===== src/rtl/ir_gree_rx_pkg.sv =====
// Shared timing for the GREE-style IR link: nominal transmitter timings,
// receiver acceptance windows, bit counts and the receiver state encoding.
package ir_gree_rx_pkg;

   localparam int DUR_W          = 15;
   localparam int TIMEOUT_US_DEF = 25000;
   localparam int NBITS_D35      = 35;
   localparam int NBITS_D32      = 32;

   // Nominal timings the transmitter produces (us)
   localparam int T_LEAD_M_US = 9000;
   localparam int T_LEAD_S_US = 4500;
   localparam int T_MARK_US   = 750;
   localparam int T_SPACE0_US = 450;
   localparam int T_SPACE1_US = 1500;
   localparam int T_CONN_S_US = 20000;

   // Inclusive acceptance windows (us)
   localparam int LEAD_M_MIN = 8000;
   localparam int LEAD_M_MAX = 10000;
   localparam int LEAD_S_MIN = 4000;
   localparam int LEAD_S_MAX = 5000;
   localparam int MARK_MIN   = 500;
   localparam int MARK_MAX   = 1000;
   localparam int SP0_MIN    = 300;
   localparam int SP0_MAX    = 700;
   localparam int SP1_MIN    = 1200;
   localparam int SP1_MAX    = 1800;
   localparam int CONN_S_MIN = 18000;
   localparam int CONN_S_MAX = 22000;

   typedef enum logic [3:0] {
      ST_IDLE   = 4'd0,
      ST_LEAD_M = 4'd1,
      ST_LEAD_S = 4'd2,
      ST_D35_M  = 4'd3,
      ST_D35_S  = 4'd4,
      ST_CONN_M = 4'd5,
      ST_CONN_S = 4'd6,
      ST_D32_M  = 4'd7,
      ST_D32_S  = 4'd8,
      ST_PAD_M  = 4'd9
   } rx_state_e;

   function automatic logic in_win(input logic [DUR_W-1:0] dur, input int lo, input int hi);
      return (int'(dur) >= lo) && (int'(dur) <= hi);
   endfunction

endpackage


===== src/rtl/ir_rx_sync.sv =====
// Input conditioning for the IR receiver: 2-FF synchronizer, registered
// fall/rise strobes and a prescaler producing a 1us tick.
module ir_rx_sync #(
   parameter int CLK_MHZ = 125
) (
   input  logic clk,
   input  logic rst,
   input  logic ir_rx_n,
   output logic fall,
   output logic rise,
   output logic tick
);

   localparam int PW = (CLK_MHZ > 1) ? $clog2(CLK_MHZ) : 1;
   localparam logic [PW-1:0] PRE_LAST = PW'(CLK_MHZ - 1);

   logic          sync1_q, sync1_d;
   logic          sync2_q, sync2_d;
   logic          sync3_q, sync3_d;
   logic          fall_q, fall_d;
   logic          rise_q, rise_d;
   logic [PW-1:0] pre_q, pre_d;

   assign tick = (pre_q == PRE_LAST);
   assign fall = fall_q;
   assign rise = rise_q;

   always_comb begin
      sync1_d = ir_rx_n;
      sync2_d = sync1_q;
      sync3_d = sync2_q;
      fall_d  = ~sync2_q & sync3_q;
      rise_d  = sync2_q & ~sync3_q;
      pre_d   = tick ? '0 : pre_q + PW'(1);
   end

   // Synchronizer resets to the idle (space) level so no false edge follows reset
   always_ff @(posedge clk) begin
      if (!rst) begin
         sync1_q <= 1'b1;
         sync2_q <= 1'b1;
         sync3_q <= 1'b1;
         fall_q  <= 1'b0;
         rise_q  <= 1'b0;
         pre_q   <= '0;
      end else begin
         sync1_q <= sync1_d;
         sync2_q <= sync2_d;
         sync3_q <= sync3_d;
         fall_q  <= fall_d;
         rise_q  <= rise_d;
         pre_q   <= pre_d;
      end
   end

endmodule


===== src/rtl/ir_gree_rx.sv =====
// GREE-style IR frame receiver: measures mark/space durations, decodes the
// 35-bit and 32-bit payloads and presents them split like the transmitter inputs.
module ir_gree_rx
   import ir_gree_rx_pkg::*;
#(
   parameter int CLK_MHZ    = 125,
   parameter int TIMEOUT_US = TIMEOUT_US_DEF
) (
   input  logic        clk,
   input  logic        rst,
   input  logic        ir_rx_n,
   output logic [31:0] rx_data35_1,
   output logic [2:0]  rx_data35_0,
   output logic [31:0] rx_data32,
   output logic        frame_valid,
   output logic        frame_err,
   output logic        busy,
   output logic        led_out
);

   localparam logic [DUR_W-1:0] TMO    = DUR_W'(TIMEOUT_US);
   localparam logic [5:0]       LAST35 = 6'(NBITS_D35 - 1);
   localparam logic [5:0]       LAST32 = 6'(NBITS_D32 - 1);

   logic fall, rise, tick;

   rx_state_e        state_q, state_d;
   logic [DUR_W-1:0] dur_q, dur_d;
   logic [5:0]       bitcnt_q, bitcnt_d;
   logic [34:0]      sr35_q, sr35_d;
   logic [31:0]      sr32_q, sr32_d;
   logic [31:0]      d35_1_q, d35_1_d;
   logic [2:0]       d35_0_q, d35_0_d;
   logic [31:0]      d32_q, d32_d;
   logic             valid_q, valid_d;
   logic             err_q, err_d;
   logic             led_q, led_d;
   logic             fail, sp_bit, sp_ok, mark_ok;

   ir_rx_sync #(.CLK_MHZ(CLK_MHZ)) u_sync (
      .clk     (clk),
      .rst     (rst),
      .ir_rx_n (ir_rx_n),
      .fall    (fall),
      .rise    (rise),
      .tick    (tick)
   );

   always_comb begin
      state_d  = state_q;
      dur_d    = dur_q;
      bitcnt_d = bitcnt_q;
      sr35_d   = sr35_q;
      sr32_d   = sr32_q;
      d35_1_d  = d35_1_q;
      d35_0_d  = d35_0_q;
      d32_d    = d32_q;
      led_d    = led_q;
      valid_d  = 1'b0;
      err_d    = 1'b0;
      fail     = 1'b0;
      sp_bit   = in_win(dur_q, SP1_MIN, SP1_MAX);
      sp_ok    = sp_bit || in_win(dur_q, SP0_MIN, SP0_MAX);
      mark_ok  = in_win(dur_q, MARK_MIN, MARK_MAX);

      // A tick coinciding with the edge is counted so the value seen at the
      // next edge equals the elapsed whole microseconds.
      if (fall || rise) begin
         dur_d = DUR_W'(tick);
      end else if (tick && (dur_q != TMO)) begin
         dur_d = dur_q + DUR_W'(1);
      end

      if ((state_q != ST_IDLE) && (dur_q == TMO)) begin
         fail = 1'b1;
      end else begin
         case (state_q)
            ST_IDLE: if (fall) state_d = ST_LEAD_M;
            ST_LEAD_M: if (rise) begin
               if (in_win(dur_q, LEAD_M_MIN, LEAD_M_MAX)) state_d = ST_LEAD_S;
               else fail = 1'b1;
            end
            ST_LEAD_S: if (fall) begin
               if (in_win(dur_q, LEAD_S_MIN, LEAD_S_MAX)) begin
                  state_d  = ST_D35_M;
                  bitcnt_d = '0;
               end else fail = 1'b1;
            end
            ST_D35_M: if (rise) begin
               if (mark_ok) state_d = ST_D35_S;
               else fail = 1'b1;
            end
            ST_D35_S: if (fall) begin
               if (sp_ok) begin
                  sr35_d   = {sr35_q[33:0], sp_bit};
                  bitcnt_d = bitcnt_q + 6'd1;
                  state_d  = (bitcnt_q == LAST35) ? ST_CONN_M : ST_D35_M;
               end else fail = 1'b1;
            end
            ST_CONN_M: if (rise) begin
               if (mark_ok) state_d = ST_CONN_S;
               else fail = 1'b1;
            end
            ST_CONN_S: if (fall) begin
               if (in_win(dur_q, CONN_S_MIN, CONN_S_MAX)) begin
                  state_d  = ST_D32_M;
                  bitcnt_d = '0;
               end else fail = 1'b1;
            end
            ST_D32_M: if (rise) begin
               if (mark_ok) state_d = ST_D32_S;
               else fail = 1'b1;
            end
            ST_D32_S: if (fall) begin
               if (sp_ok) begin
                  sr32_d   = {sr32_q[30:0], sp_bit};
                  bitcnt_d = bitcnt_q + 6'd1;
                  state_d  = (bitcnt_q == LAST32) ? ST_PAD_M : ST_D32_M;
               end else fail = 1'b1;
            end
            // Pad bit value is never sampled: the frame commits at the end of its mark
            ST_PAD_M: if (rise) begin
               if (mark_ok) begin
                  d35_1_d = sr35_q[34:3];
                  d35_0_d = sr35_q[2:0];
                  d32_d   = sr32_q;
                  valid_d = 1'b1;
                  led_d   = ~led_q;
                  state_d = ST_IDLE;
               end else fail = 1'b1;
            end
            default: state_d = ST_IDLE;
         endcase
      end

      if (fail) begin
         state_d = ST_IDLE;
         err_d   = 1'b1;
      end
   end

   always_ff @(posedge clk) begin
      if (!rst) begin
         state_q  <= ST_IDLE;
         dur_q    <= '0;
         bitcnt_q <= '0;
         sr35_q   <= '0;
         sr32_q   <= '0;
         d35_1_q  <= '0;
         d35_0_q  <= '0;
         d32_q    <= '0;
         valid_q  <= 1'b0;
         err_q    <= 1'b0;
         led_q    <= 1'b0;
      end else begin
         state_q  <= state_d;
         dur_q    <= dur_d;
         bitcnt_q <= bitcnt_d;
         sr35_q   <= sr35_d;
         sr32_q   <= sr32_d;
         d35_1_q  <= d35_1_d;
         d35_0_q  <= d35_0_d;
         d32_q    <= d32_d;
         valid_q  <= valid_d;
         err_q    <= err_d;
         led_q    <= led_d;
      end
   end

   assign rx_data35_1 = d35_1_q;
   assign rx_data35_0 = d35_0_q;
   assign rx_data32   = d32_q;
   assign frame_valid = valid_q;
   assign frame_err   = err_q;
   assign led_out     = led_q;
   assign busy        = (state_q != ST_IDLE);

endmodule


===== config.mk =====
export PLATFORM = sky130hd
export DESIGN_NAME = ir_gree_rx
export DESIGN_NICKNAME = d
export VERILOG_FILES = /design/src/rtl/ir_gree_rx_pkg.sv /design/src/rtl/ir_rx_sync.sv /design/src/rtl/ir_gree_rx.sv
export SDC_FILE = /design/constraint.sdc
export NUM_CORES = 1
export LEC_CHECK = 0
export CAP_MARGIN = 25
export CORE_AREA = 2 2 137 139
export CTS_BUF_LIST = sky130_fd_sc_hd__clkbuf_8 sky130_fd_sc_hd__clkbuf_16
export CTS_CLUSTER_DIAMETER = 30
export DETAILED_ROUTE_END_ITERATION = 8
export DIE_AREA = 0 0 139 141
export GPL_ROUTABILITY_DRIVEN = 0
export PLACE_DENSITY = 0.69
export SYNTH_ARGS = -nofsm -noshare
export SYNTH_HDL_FRONTEND = slang
export SYNTH_SLANG_ARGS = --single-unit
export TNS_END_PERCENT = 10

===== constraint.sdc =====
create_clock -name clk -period 2.62 [get_ports clk]
set_input_delay 0.393 -clock clk [delete_from_list [all_inputs] [get_ports clk]]
set_output_delay 0.393 -clock clk [all_outputs]
set_load 0.02 [all_outputs]

---- Word level (Yosys, flattened, before mapping) ----
Index checks and enable logic that the tools add are counted.
storage, ports and cells
  register bits after elaboration ......... 174
  input bits .............................. 3
cells by class
  $add $sub $neg .......................... 3
  $lt $le $gt $ge ......................... 12
  equal/unequal tests ..................... 35
  multiplexer cells ....................... 45
  bitwise gates (word level) .............. 9
  reductions and logical operators ........ 25
operators with widths
  cell                                                                  number
  2-to-1 mux 4 bit                                                      20
  one-hot mux 4 bit (10 select lines)                                   1
  2-to-1 mux 6 bit                                                      6
  greater-or-equal comparator 15 x 9 -> 1 bit (second input constant)   2
  <= comparator 15 x 10 -> 1 bit (second input constant)                2
  inequality test 2 x 1 -> 1 bit (second input constant)                12
  AND reduction 20 bit                                                  1
  inequality test 2 bit (second input constant)                         9
  one-hot mux 6 bit (3 select lines)                                    1
  equality test 4 x 3 -> 1 bit (second input constant)                  4
  adder 15 x 1 -> 15 bit (second input constant)                        1
  equality test 15 bit (second input constant)                          1
  greater-or-equal comparator 15 x 11 -> 1 bit (second input constant)  1
  greater-or-equal comparator 15 x 12 -> 1 bit (second input constant)  1
  greater-or-equal comparator 15 x 13 -> 1 bit (second input constant)  1
  greater-or-equal comparator 15 bit (second input constant)            1
  <= comparator 15 x 11 -> 1 bit (second input constant)                1
  <= comparator 15 x 13 -> 1 bit (second input constant)                1
  <= comparator 15 x 14 -> 1 bit (second input constant)                1
  <= comparator 15 bit (second input constant)                          1
  2-to-1 mux 1 bit                                                      15
  inequality test 15 bit (second input constant)                        1
  AND reduction 4 bit                                                   3
  equality test 4 x 2 -> 1 bit (second input constant)                  2
  20 further kinds                                                      40

---- Longest topological paths before layout ----
Gate-level depths: netlist of the first run.
  depth in word-level cells ............... 8
  depth in mapped cells ................... 11
  gate-level depth less buffers ........... 9

---- Cells and area by module ----
A second synthesis of the first run with hierarchy kept.
unflattened totals
  cell total of the unflattened synthesis .. 828
  area total of the unflattened synthesis .. 7247.0 um^2
by module, submodules not included
  module      times used  cells each  area an instance (um^2)
  ir_gree_rx  1           783         6807.8
  ir_rx_sync  1           45          439.2

---- Worst setup path before layout of the first run ----
No wires, ideal clock.
  path type ............................... register to register
  from .................................... register dur_q[0]
  to ...................................... register dur_q[14]
  library setup time ...................... 0.128 ns
  arrival ................................. 2.165 ns
  required time ........................... 2.492 ns
  setup slack ............................. 0.327 ns
  cell stages (with the launch flop) ...... 10
  clock period less this slack ............ 2.293 ns
  cell sequence ........................... dfxtp_1 > inv_1 > ha_1 > or4b_1 > nor4_2 > or3b_2 > or4_1 > nor2_1 > xnor2_1 > nor2_1
between the ends
  cells in the longest elaborated chain, start to end .. 2
ends and longest elaborated chain
  what                                                            line               source
  start: declaration                                              ir_gree_rx.sv:28   logic [DUR_W-1:0] dur_q, dur_d;
  start signal: assignment                                        ir_gree_rx.sv:157  dur_q <= dur_d;
  branches (longest 2 deep; another with adder 15 x 1 -> 15 bit)  -
Parallel ways; which one is timed is not known.
A chain may end at the register's enable or synchronous reset.

---- Worst setup path in the final report of the first run ----
  from .................................... register dur_q[9]
  to ...................................... register bitcnt_q[4]
between the ends
  cells in the longest elaborated chain, start to end .. 5
ends and longest elaborated chain
  what                                                                        line                  source
  greater-or-equal comparator 15 x 11 -> 1 bit, or another cell as far along  ir_gree_rx_pkg.sv:46  return (int'(dur) >= lo) && (int'(dur) <= hi);
  logical AND 1 bit                                                           ir_gree_rx_pkg.sv:46
  logical OR 1 bit                                                            ir_gree_rx.sv:63      sp_ok = sp_bit || in_win(dur_q, SP0_MIN, SP0_MAX);
  inequality test 2 x 1 -> 1 bit (no source line)                             -
  AND reduction 8 bit (no source line) (*)                                    -
  end signal: assignment                                                      ir_gree_rx.sv:158     bitcnt_q <= bitcnt_d;
  end: declaration                                                            ir_gree_rx.sv:29      logic [5:0] bitcnt_q, bitcnt_d;
Every way passes the cells marked *; elsewhere a longest branch is shown, timed or not.

==> impl_metrics.tcl, run 1 <==
set metrics [dict create \
    status "finished, final reports clean" \
    hold_path_end "u_sync.sync2_q$_SDFF_PN1_" \
    place_ws_ps 104 \
    holdPathStages 1 \
    syn_area_per_cell_um2 7.88 \
    timing.rr.start "dur_q[9]$_SDFFE_PP0P_" \
    grt_max_degree 74 \
    post_drt_wl_per_cell_um 13.3 \
    ys_ff_latch 174 \
    worst_pin_slew_ps 669 \
    post-route-period-util_pct 96.4 \
    min_path_type "reg2reg" \
    r2r_end "bitcnt_q[4]$_SDFFE_PN0P_" \
    required_ps 2980 \
    crit_path_end_kind "flop" \
    synthesis.area_um2 7160 \
    worstSkewPairLatency_ps 430 \
    yosys_warnings 0 \
    relSlewSlack_pct 54.2 \
    drive_gt1_share_pct 8.02 \
    ys_seq_area_share_pct 48.6 \
    rr_worst_depth 7 \
    grt_pass1_wl_mm 26.9 \
    setup_ws_ps 93.8 \
    diodes 0 \
    yosys.cell_count.top_type "nand2_1" \
    final_area_um2 8860 \
    dp_hpwl_mm 10.2 \
    finalClockSkew_ps 10.9 \
    synth_top_area_share_pct 48.6 \
    p_leak_nw 2.88 \
    die-area_um2 19600 \
    post_cts.repair.setup_buffers 0 \
    synthTopCellsByArea "dfxtp_1 49%, nand2_1 15%, a21oi_1 10%" \
    power_density_nw_per_um2 718 \
    drc 0 \
    criticalPathCategory "reg2reg" \
    die_width_um 139 \
    clock-sinks 174 \
    critPathMaxFanout 12 \
    fin_nets 969 \
    hold_viol 0 \
    post-route-util_pct 48.5 \
    viasPerCell 5.20 \
    hold_path.startpoint "u_sync.sync1_q$_SDFF_PN1_" \
    grt_use_total_pct 16.3 \
    antenna_found_initial 0 \
    fp-row-count 50 \
    antenna_left 0 \
    netlist-cell-type-count 69 \
    clk_pin_slew_ps 70 \
    finalMaxSlewViolations 0 \
    ys_top_cells_by_count "289 x nand2_1, 174 x dfxtp_1, 150 x a21oi_1" \
    core_um2 18300 \
    h-tree-depth 4 \
    overflow 0 \
    synth_top_area_cell "dfxtp_1" \
    dpl-instance-area_um2 8170 \
    wl_mm 16.0 \
    vdd_ir_drop_max_v 0.000436 \
    drtIter0Drc 412 \
    chipHeight_um 141 \
    max_freq_ghz 0.396 \
    cp.arrival_ps 2890 \
    setup_violations 0 \
    min_period_ps 2530 \
    vias 6268 \
    startpoint_type "flop" \
    tritoncts "built" \
    syn-num-nets 918 \
    ctsLongestPathBuffers 2 \
    port_buffers 73 \
    r2r_setup_slack_ps 90 \
    initial_core_util_pct 39.2 \
    netlist_instances 909 \
    ys.flop_type "dfxtp_1" \
    synth_edf_count 0 \
    cts_root_buffer "clkbuf_16" \
    ios 74 \
    async_reset_ff_share_pct 0 \
    grt_pass1_vias 5613 \
    maxCapViolCount 0 \
    cts_buffers 17 \
    firstDrtPassIters 5 \
    area_growth_syn_to_layout_pct 23.8 \
]
[per-layer routing]
metal  global-route usage [%]  part of all wire [%]  vias up
met5                        0                     0        -
met4                     4.57                   1.1        0
met3                     3.87                   4.6       16
met2                     26.6                    47      147
met1                     21.8                    47     2922
li1                         -                     -     3183
[state kept, by name, summed over array words and instances (netlist names)]
register	count
sr35_q	35
rx_data32	32
rx_data35_1	32
sr32_q	32
dur_q	15
u_sync.pre_q	7
bitcnt_q	6
state_q	4
rx_data35_0	3
frame_err	1
frame_valid	1
led_out	1
u_sync.fall	1
u_sync.rise	1
u_sync.sync1_q	1
u_sync.sync2_q	1
u_sync.sync3_q	1
[kinds of logic (layout without fill, tap and decap cells)]
logic type / after synthesis / count (layout) / share of synthesized area, %
fa+ha+maj: 6 / 6 / 1.05
buf+inv: 78 / 141 / 4.86
flops: 174 / 174 / 48.6
mux: 2 / 2 / 0.280
simple gates: 426 / 426 / 26.7
xor+xnor: 17 / 17 / 2.08
compound gates: 206 / 206 / 16.4
[power by group]
group | switching (mW) | internal (mW)
Combinational | 0.501 | 0.296
Sequential | 0.0688 | 2.68
Clock | 1.02 | 1.80
Total | 1.59 | 4.78
[what timing repair did]
item / CTS / global route
gates resized for setup: 0 / 5
setup endpoints to repair: 0 / 12
hold buffers: 0 / 0
[worst max-delay path by stage]
stage | from | endpoint | slack (ps) | cells after the start
after floorplan | dur_q[0]$_SDFFE_PN0P_ | dur_q[14]$_SDFFE_PP0P_ | 330 | 9
after global placement | dur_q[4]$_SDFFE_PP0P_ | bitcnt_q[5]$_SDFFE_PN0P_ | 220 | 7
after detailed placement | dur_q[1]$_SDFFE_PP0P_ | bitcnt_q[4]$_SDFFE_PN0P_ | 100 | 10
after CTS | dur_q[1]$_SDFFE_PP0P_ | bitcnt_q[2]$_SDFFE_PN0P_ | 100 | 10
after global routing | dur_q[9]$_SDFFE_PP0P_ | bitcnt_q[3]$_SDFFE_PN0P_ | -20 | 7
final | dur_q[9]$_SDFFE_PP0P_ | bitcnt_q[4]$_SDFFE_PN0P_ | 90 | 7
[cells in the final DEF (no fill, tap or decap), types with 4 or more instances in the layout]
cell type and instances:
nand2_1 289, dfxtp_1 174, a21oi_1 150, clkdlybuf4s50_1 73
nor2_1 45, buf_4 18, clkbuf_16 17, inv_1 14
nor3_1 14, nand3_1 14, o21ai_0 12, or4_1 9
xnor2_1 9, nand2b_1 8, xor2_1 8, and3_1 7
buf_12 7, ha_1 6, bufinv_16 6, nor4_4 4
nand4_1 4, o31ai_1 4
[per-stage QoR]
stage          TNS (ps)  hold slack, ps  power [mW]  cells
2_1_floorplan         0             386        3.39    909
3_3_place_gp          0             415        3.56   1175
3_5_place_dp          0             413        3.56   1175
4_1_cts               0             430        6.37   1206
5_1_grt           -25.8             451        6.61   1206
6_report              0             425        6.36   1206
[layout make-up]
type | instances | area [um2]
Clock buffer | 18 | 439
Inverter | 12 | 47.5
Sequential cell | 174 | 3480
Tap cell | 234 | 293
Fill cell | 1775 | 9410
Clock inverter | 13 | 223
Timing Repair Buffer | 98 | 1010
Multi-Input combinational cell | 657 | 3370
[critical path: stages, from the launching register on]
cell and delay [ps]:
dfxtp_1 480, a21boi_0 240, mux2i_1 120, nor4_2 520
o22ai_1 140, a21o_1 310, or4_1 490, a21oi_1 160
Note: power is estimated with default switching activity, not from simulation.
==> run 2: changes to the inputs <==
--- a/config.mk
+++ b/config.mk
@@ -6,13 +6,15 @@
 export NUM_CORES = 1
 export LEC_CHECK = 0
 export CAP_MARGIN = 25
-export CORE_AREA = 2 2 137 139
+export CELL_PAD_IN_SITES_DETAIL_PLACEMENT = 1
+export CELL_PAD_IN_SITES_GLOBAL_PLACEMENT = 2
+export CORE_AREA = 2 2 151 153
 export CTS_BUF_LIST = sky130_fd_sc_hd__clkbuf_8 sky130_fd_sc_hd__clkbuf_16
 export CTS_CLUSTER_DIAMETER = 30
 export DETAILED_ROUTE_END_ITERATION = 8
-export DIE_AREA = 0 0 139 141
+export DIE_AREA = 0 0 153 155
 export GPL_ROUTABILITY_DRIVEN = 0
-export PLACE_DENSITY = 0.69
+export PLACE_DENSITY_LB_ADDON = 0.1
 export SYNTH_ARGS = -nofsm -noshare
 export SYNTH_HDL_FRONTEND = slang
 export SYNTH_SLANG_ARGS = --single-unit
==> run 2 against run 1 <==
Effect of this change:
- sequential share of layout area down 0.33 points
- flip-flop and latch count unchanged
- total power down 4.7%
- core utilization down 8.2 points
- routed wire length up 21%
- fmax down 0.42%
- first-iteration DRC count down 37%
- global-route usage about the same
- combinational power up 12%
- worst hold slack worse by 0.72 ps
- worst setup slack worse by 11 ps
- non-clock buffer count up 9
- largest power group is now registers
- highest routed layer unchanged
==> impl_metrics.tcl, run 2 (same netlist as run 1, synthesis figures left out) <==
set metrics [dict create \
    post-route-util_pct 40.3 \
    port_buffers 73 \
    ios 74 \
    crit_path_cell_trace "or4_4 > a21oi_2 > o211a_4 > o22ai_1 > a21o_1 > or4_1 > a21oi_1" \
    startpoint_type "flop" \
    required_ps 2960 \
    layout.cells.non_filler 1267 \
    cpPeakStageDelay_ps 530 \
    overflow 0 \
    ctsHoldBuffers 0 \
    critPathMaxFanout 12 \
    antenna_found_initial 0 \
    finalClockSkew_ps 14.8 \
    rsz0062_at_grt "false" \
    relSlewSlack_pct 52.1 \
    hold_viol 0 \
    largest-register "sr35_q" \
    die-area_um2 23700 \
    grt_use_total_pct 16.4 \
    dp.cells 1232 \
    core_um2 22200 \
    layout_commonest_cell "nand2_1" \
    drc 0 \
    antenna_left 0 \
    power_density_nw_per_um2 677 \
    post_drt_wl_per_cell_um 15.2 \
    wl_mm 19.3 \
    p_total_mw 6.06 \
    drtIter0Drc 259 \
    layout_common_cells "289 x nand2_1, 170 x dfxtp_1, 150 x a21oi_1, 73 x clkdlybuf4s50_1, 45 x nor2_1" \
    p_leak_nw 2.88 \
    grt_pass1_vias 6484 \
    area_growth_syn_to_layout_pct 25.0 \
    h-tree-depth 4 \
    cp_slowest_cell "or4_4" \
    cts_root_buffer "clkbuf_16" \
    min_period_ps 2540 \
    rr_worst_depth 7 \
    dp_hpwl_mm 13.1 \
    initial_core_util_pct 32.2 \
    grt_pass1_wl_mm 32.2 \
    viasPerCell 5.02 \
    cts_buffers 17 \
    grt_max_degree 61 \
    drive_gt1_share_pct 9.98 \
    max_freq_ghz 0.394 \
    holdWs_ps 424 \
    diodes 0 \
    cp.arrival_ps 2880 \
    setup_violations 0 \
    status "finished, final reports clean" \
    fin_nets 979 \
    ctsLongestPathBuffers 2 \
    vdd_ir_drop_max_v 0.000431 \
    holdPathStages 1 \
    vias 6364 \
    min_path_type "reg2reg" \
    die_width_um 153 \
    worst_pin_slew_ps 716 \
    worstSkewPairLatency_ps 430 \
    maxCapViolCount 0 \
    clk_pin_slew_ps 80 \
    crit_path_end_kind "flop" \
    finalMaxSlewViolations 0 \
    fp-row-count 55 \
    post-route-period-util_pct 96.8 \
    tritoncts "built" \
    firstDrtPassIters 4 \
    chipHeight_um 155 \
    largest_reg_flops 35 \
    clock-sinks 174 \
    criticalPathCategory "reg2reg" \
    fillers 2649 \
]
## run 2: worst paths after layout
path	end	start	slack (ps)
max	bitcnt_q[4]$_SDFFE_PN0P_	dur_q[6]$_SDFFE_PP0P_	80
min	u_sync.sync2_q$_SDFF_PN1_	u_sync.sync1_q$_SDFF_PN1_	420
max reg2reg	bitcnt_q[4]$_SDFFE_PN0P_	dur_q[6]$_SDFFE_PP0P_	80
min reg2reg	u_sync.sync2_q$_SDFF_PN1_	u_sync.sync1_q$_SDFF_PN1_	420
## run 2: critical path: cells and delay by family (launching register included)
family          cells  cell delay, ps
compound gates      5             970
flops               1             440
simple gates        2            1030
## run 2: area by class of cell
class	instances	area [um2]	area share (%)
inverter	12	47.5	0.531
clock inverter	13	110	1.23
clock buffer	18	439	4.91
tap	285	357	3.98
sequential	174	3490	39.0
multi-input combinational	658	3390	37.9
timing repair buffer	107	1110	12.5
## run 2: layer usage
metal	part of all wire, %	global-route usage, %	up-vias
li1	-	-	3180
met1	48	20.8	3057
met2	48	27.6	95
met3	2.6	2.87	32
met4	2.3	6.70	0
met5	0	0	-
## run 2: timing repair
item | in CTS | in global routing
resized for setup | 5 | 11
pin swaps | 1 | 6
setup endpoints to repair | 45 | 80
setup buffers | 0 | 3
gates cloned | 0 | 1
## run 2: power by group
part,switching [mW],internal [mW],total [mW]
clock network,1.15,1.26,2.41
registers,0.0830,2.68,2.76
logic,0.542,0.355,0.896
total,1.77,4.29,6.06
## run 2: metrics by stage
stage          area, um2  setup slack (ps)  TNS [ps]
2_1_floorplan       7160               327         0
3_3_place_gp        8310             -82.1      -442
3_5_place_dp        8310              -216     -1590
4_1_cts             8880              10.6         0
5_1_grt             8950             0.502         0
6_report            8950              83.0         0
==> run 3: changes to the inputs <==
--- a/config.mk
+++ b/config.mk
@@ -14,6 +14,7 @@
 export DETAILED_ROUTE_END_ITERATION = 8
 export DIE_AREA = 0 0 153 155
 export GPL_ROUTABILITY_DRIVEN = 0
+export GPL_TIMING_DRIVEN = 0
 export PLACE_DENSITY_LB_ADDON = 0.1
 export SYNTH_ARGS = -nofsm -noshare
 export SYNTH_HDL_FRONTEND = slang
==> run 3 against run 2 <==
Effect of this change:
- clock power grew 6%
- critical path type unchanged
- largest cell class unchanged
- critical path depth rose by 2
- cell area grew 1.3%
- via count increased by 0.55%
==> impl_metrics.tcl, run 3 (same netlist as run 1, synthesis figures left out) <==
set metrics [dict create \
    ios 74 \
    worstSetupStartpoint "dur_q[4]$_SDFFE_PP0P_" \
    grt_pass1_wl_mm 33.3 \
    cp_top_family "simple AND/OR/NAND/NOR gates" \
    wl_mm 20.0 \
    tritoncts "built" \
    fin_nets 1015 \
    maxCapViolCount 0 \
    die-area_um2 23700 \
    largest-register "sr35_q" \
    die_width_um 153 \
    dp_hpwl_mm 14.1 \
    post_drt_wl_per_cell_um 15.3 \
    power_density_nw_per_um2 685 \
    setup_tns_ps 0 \
    cp_slowest_cell "or4_4" \
    status "finished, final reports clean" \
    worst_pin_slew_ps 747 \
    cts_buffers 17 \
    max_freq_ghz 0.392 \
    timing.rr.start "dur_q[4]$_SDFFE_PP0P_" \
    finalMaxSlewViolations 0 \
    cts_root_buffer "clkbuf_16" \
    clk_pin_slew_ps 70 \
    area_growth_syn_to_layout_pct 26.6 \
    rsz0062_at_grt "true" \
    hold_viol 0 \
    drc 0 \
    diodes 0 \
    min_path_type "in2reg" \
    fp-row-count 55 \
    grt_max_degree 18 \
    core_um2 22200 \
    vdd_ir_drop_max_v 0.000420 \
    crit_path_end "sr35_q[34]$_SDFFE_PN0P_" \
    setup_violations 0 \
    largest_reg_flops 35 \
    crit_path_cell_trace "or4_4 > a21oi_2 > o211a_4 > nor2_4 > or4_1 > buf_2 > clkbuf_4 > nand2_1 > a21oi_1" \
    firstDrtPassIters 4 \
    antenna_left 0 \
    ctsLongestPathBuffers 2 \
    h-tree-depth 4 \
    final_area_um2 9070 \
    chipHeight_um 155 \
    initial_core_util_pct 32.2 \
    r2r_end "sr35_q[34]$_SDFFE_PN0P_" \
    port_buffers 72 \
    ctsHoldBuffers 0 \
    setup_ws_ps 66.6 \
    min_period_ps 2550 \
    layout_common_cells "287 x nand2_1, 168 x dfxtp_1, 149 x a21oi_1, 72 x clkdlybuf4s50_1, 44 x nor2_1" \
    post-route-util_pct 40.8 \
    startpoint_type "flop" \
    required_ps 2910 \
    layout_commonest_cell "nand2_1" \
    relSlewSlack_pct 50.2 \
    finalClockSkew_ps 11.0 \
    crit_path_end_kind "flop" \
    holdPathStages 2 \
    viasPerCell 4.91 \
    antenna_found_initial 0 \
    drive_gt1_share_pct 11.9 \
    grt_use_total_pct 17.1 \
    clock-sinks 174 \
    cp.arrival_ps 2840 \
    vias 6399 \
    post-route-period-util_pct 97.5 \
    r2r_setup_slack_ps 70 \
    holdWs_ps 257 \
    p_leak_nw 2.95 \
    cpPeakStageDelay_ps 540 \
    cp_num_cells 9 \
    critPathMaxFanout 10 \
    dpl-instance-area_um2 8240 \
    grt_pass1_vias 6347 \
    place_ws_ps -445 \
    criticalPathCategory "reg2reg" \
    worstSkewPairLatency_ps 430 \
    rr_worst_depth 9 \
    overflow 0 \
    cp_num_buf_inv 2 \
    drtIter0Drc 213 \
]
==> run 3: changes by cell type in the layout (fill, tap and decap cells not counted), sizes merged, moves of 2 or more <==
| cell | previous run | this run |
|---|---|---|
| clkbuf | 18 | 54 |
| clkinv | 7 | 4 |
| buf | 34 | 36 |
| clkinvlp | 1 | 3 |
==> run 3: through the flow <==
stage | cells | power (mW)
4_1_cts | 1296 | 6.25
5_1_grt | 1303 | 6.48
2_1_floorplan | 909 | 3.39
3_3_place_gp | 1266 | 3.65
3_5_place_dp | 1266 | 3.65
6_report | 1303 | 6.21
==> run 3: power by group <==
| group | internal (mW) | switching (mW) | total (mW) | leakage (nW) |
|---|---|---|---|---|
| Sequential | 2.68 | 0.0371 | 2.71 | 1.41 |
| Combinational | 0.329 | 0.602 | 0.931 | 1.26 |
| Clock | 1.37 | 1.19 | 2.56 | 0.280 |
==> run 3: area by class of cell <==
| class | instances | area, um2 |
|---|---|---|
| clock inverter | 13 | 154 |
| tap | 285 | 357 |
| multi-input combinational | 657 | 3460 |
| timing repair buffer | 80 | 781 |
| buffer | 64 | 343 |
| inverter | 12 | 45.0 |
| clock buffer | 18 | 439 |
| fill | 2695 | 13200 |
| sequential | 174 | 3490 |
==> run 3: layer usage <==
metal  GRT usage, %  wire length [um]
met1           24.2             10200
met2           27.4              9130
met5              0                 0
met4           4.81               206
met3           2.42               433
==> run 3: worst reg2reg max path, cell delays in order (launching register included) <==
cell,delay [ps]
dfxtp_1,350
or4_4,540
a21oi_2,160
o211a_4,250
nor2_4,90
or4_1,500
buf_2,190
clkbuf_4,200
nand2_1,80
a21oi_1,60
==> run 3: repair_timing <==
action                                 4_1_cts  5_1_grt
endpoints found under the hold margin        0        0
setup buffers                                0        8
pin swaps                                    2        3
gates resized for setup                     26       44
gates cloned                                 0        0
setup endpoints to repair                  145      133
==> run 3: how the worst min path moves through the flow <==
stage	slack [ps]	from	endpoint
6_report	260	rst	u_sync.sync2_q$_SDFF_PN1_
5_1_grt	280	rst	u_sync.sync2_q$_SDFF_PN1_
4_1_cts	240	rst	u_sync.sync2_q$_SDFF_PN1_
3_5_place_dp	410	u_sync.sync1_q$_SDFF_PN1_	u_sync.sync2_q$_SDFF_PN1_
3_3_place_gp	390	u_sync.sync1_q$_SDFF_PN1_	u_sync.sync2_q$_SDFF_PN1_
2_1_floorplan	390	u_sync.sync1_q$_SDFF_PN1_	u_sync.sync2_q$_SDFF_PN1_
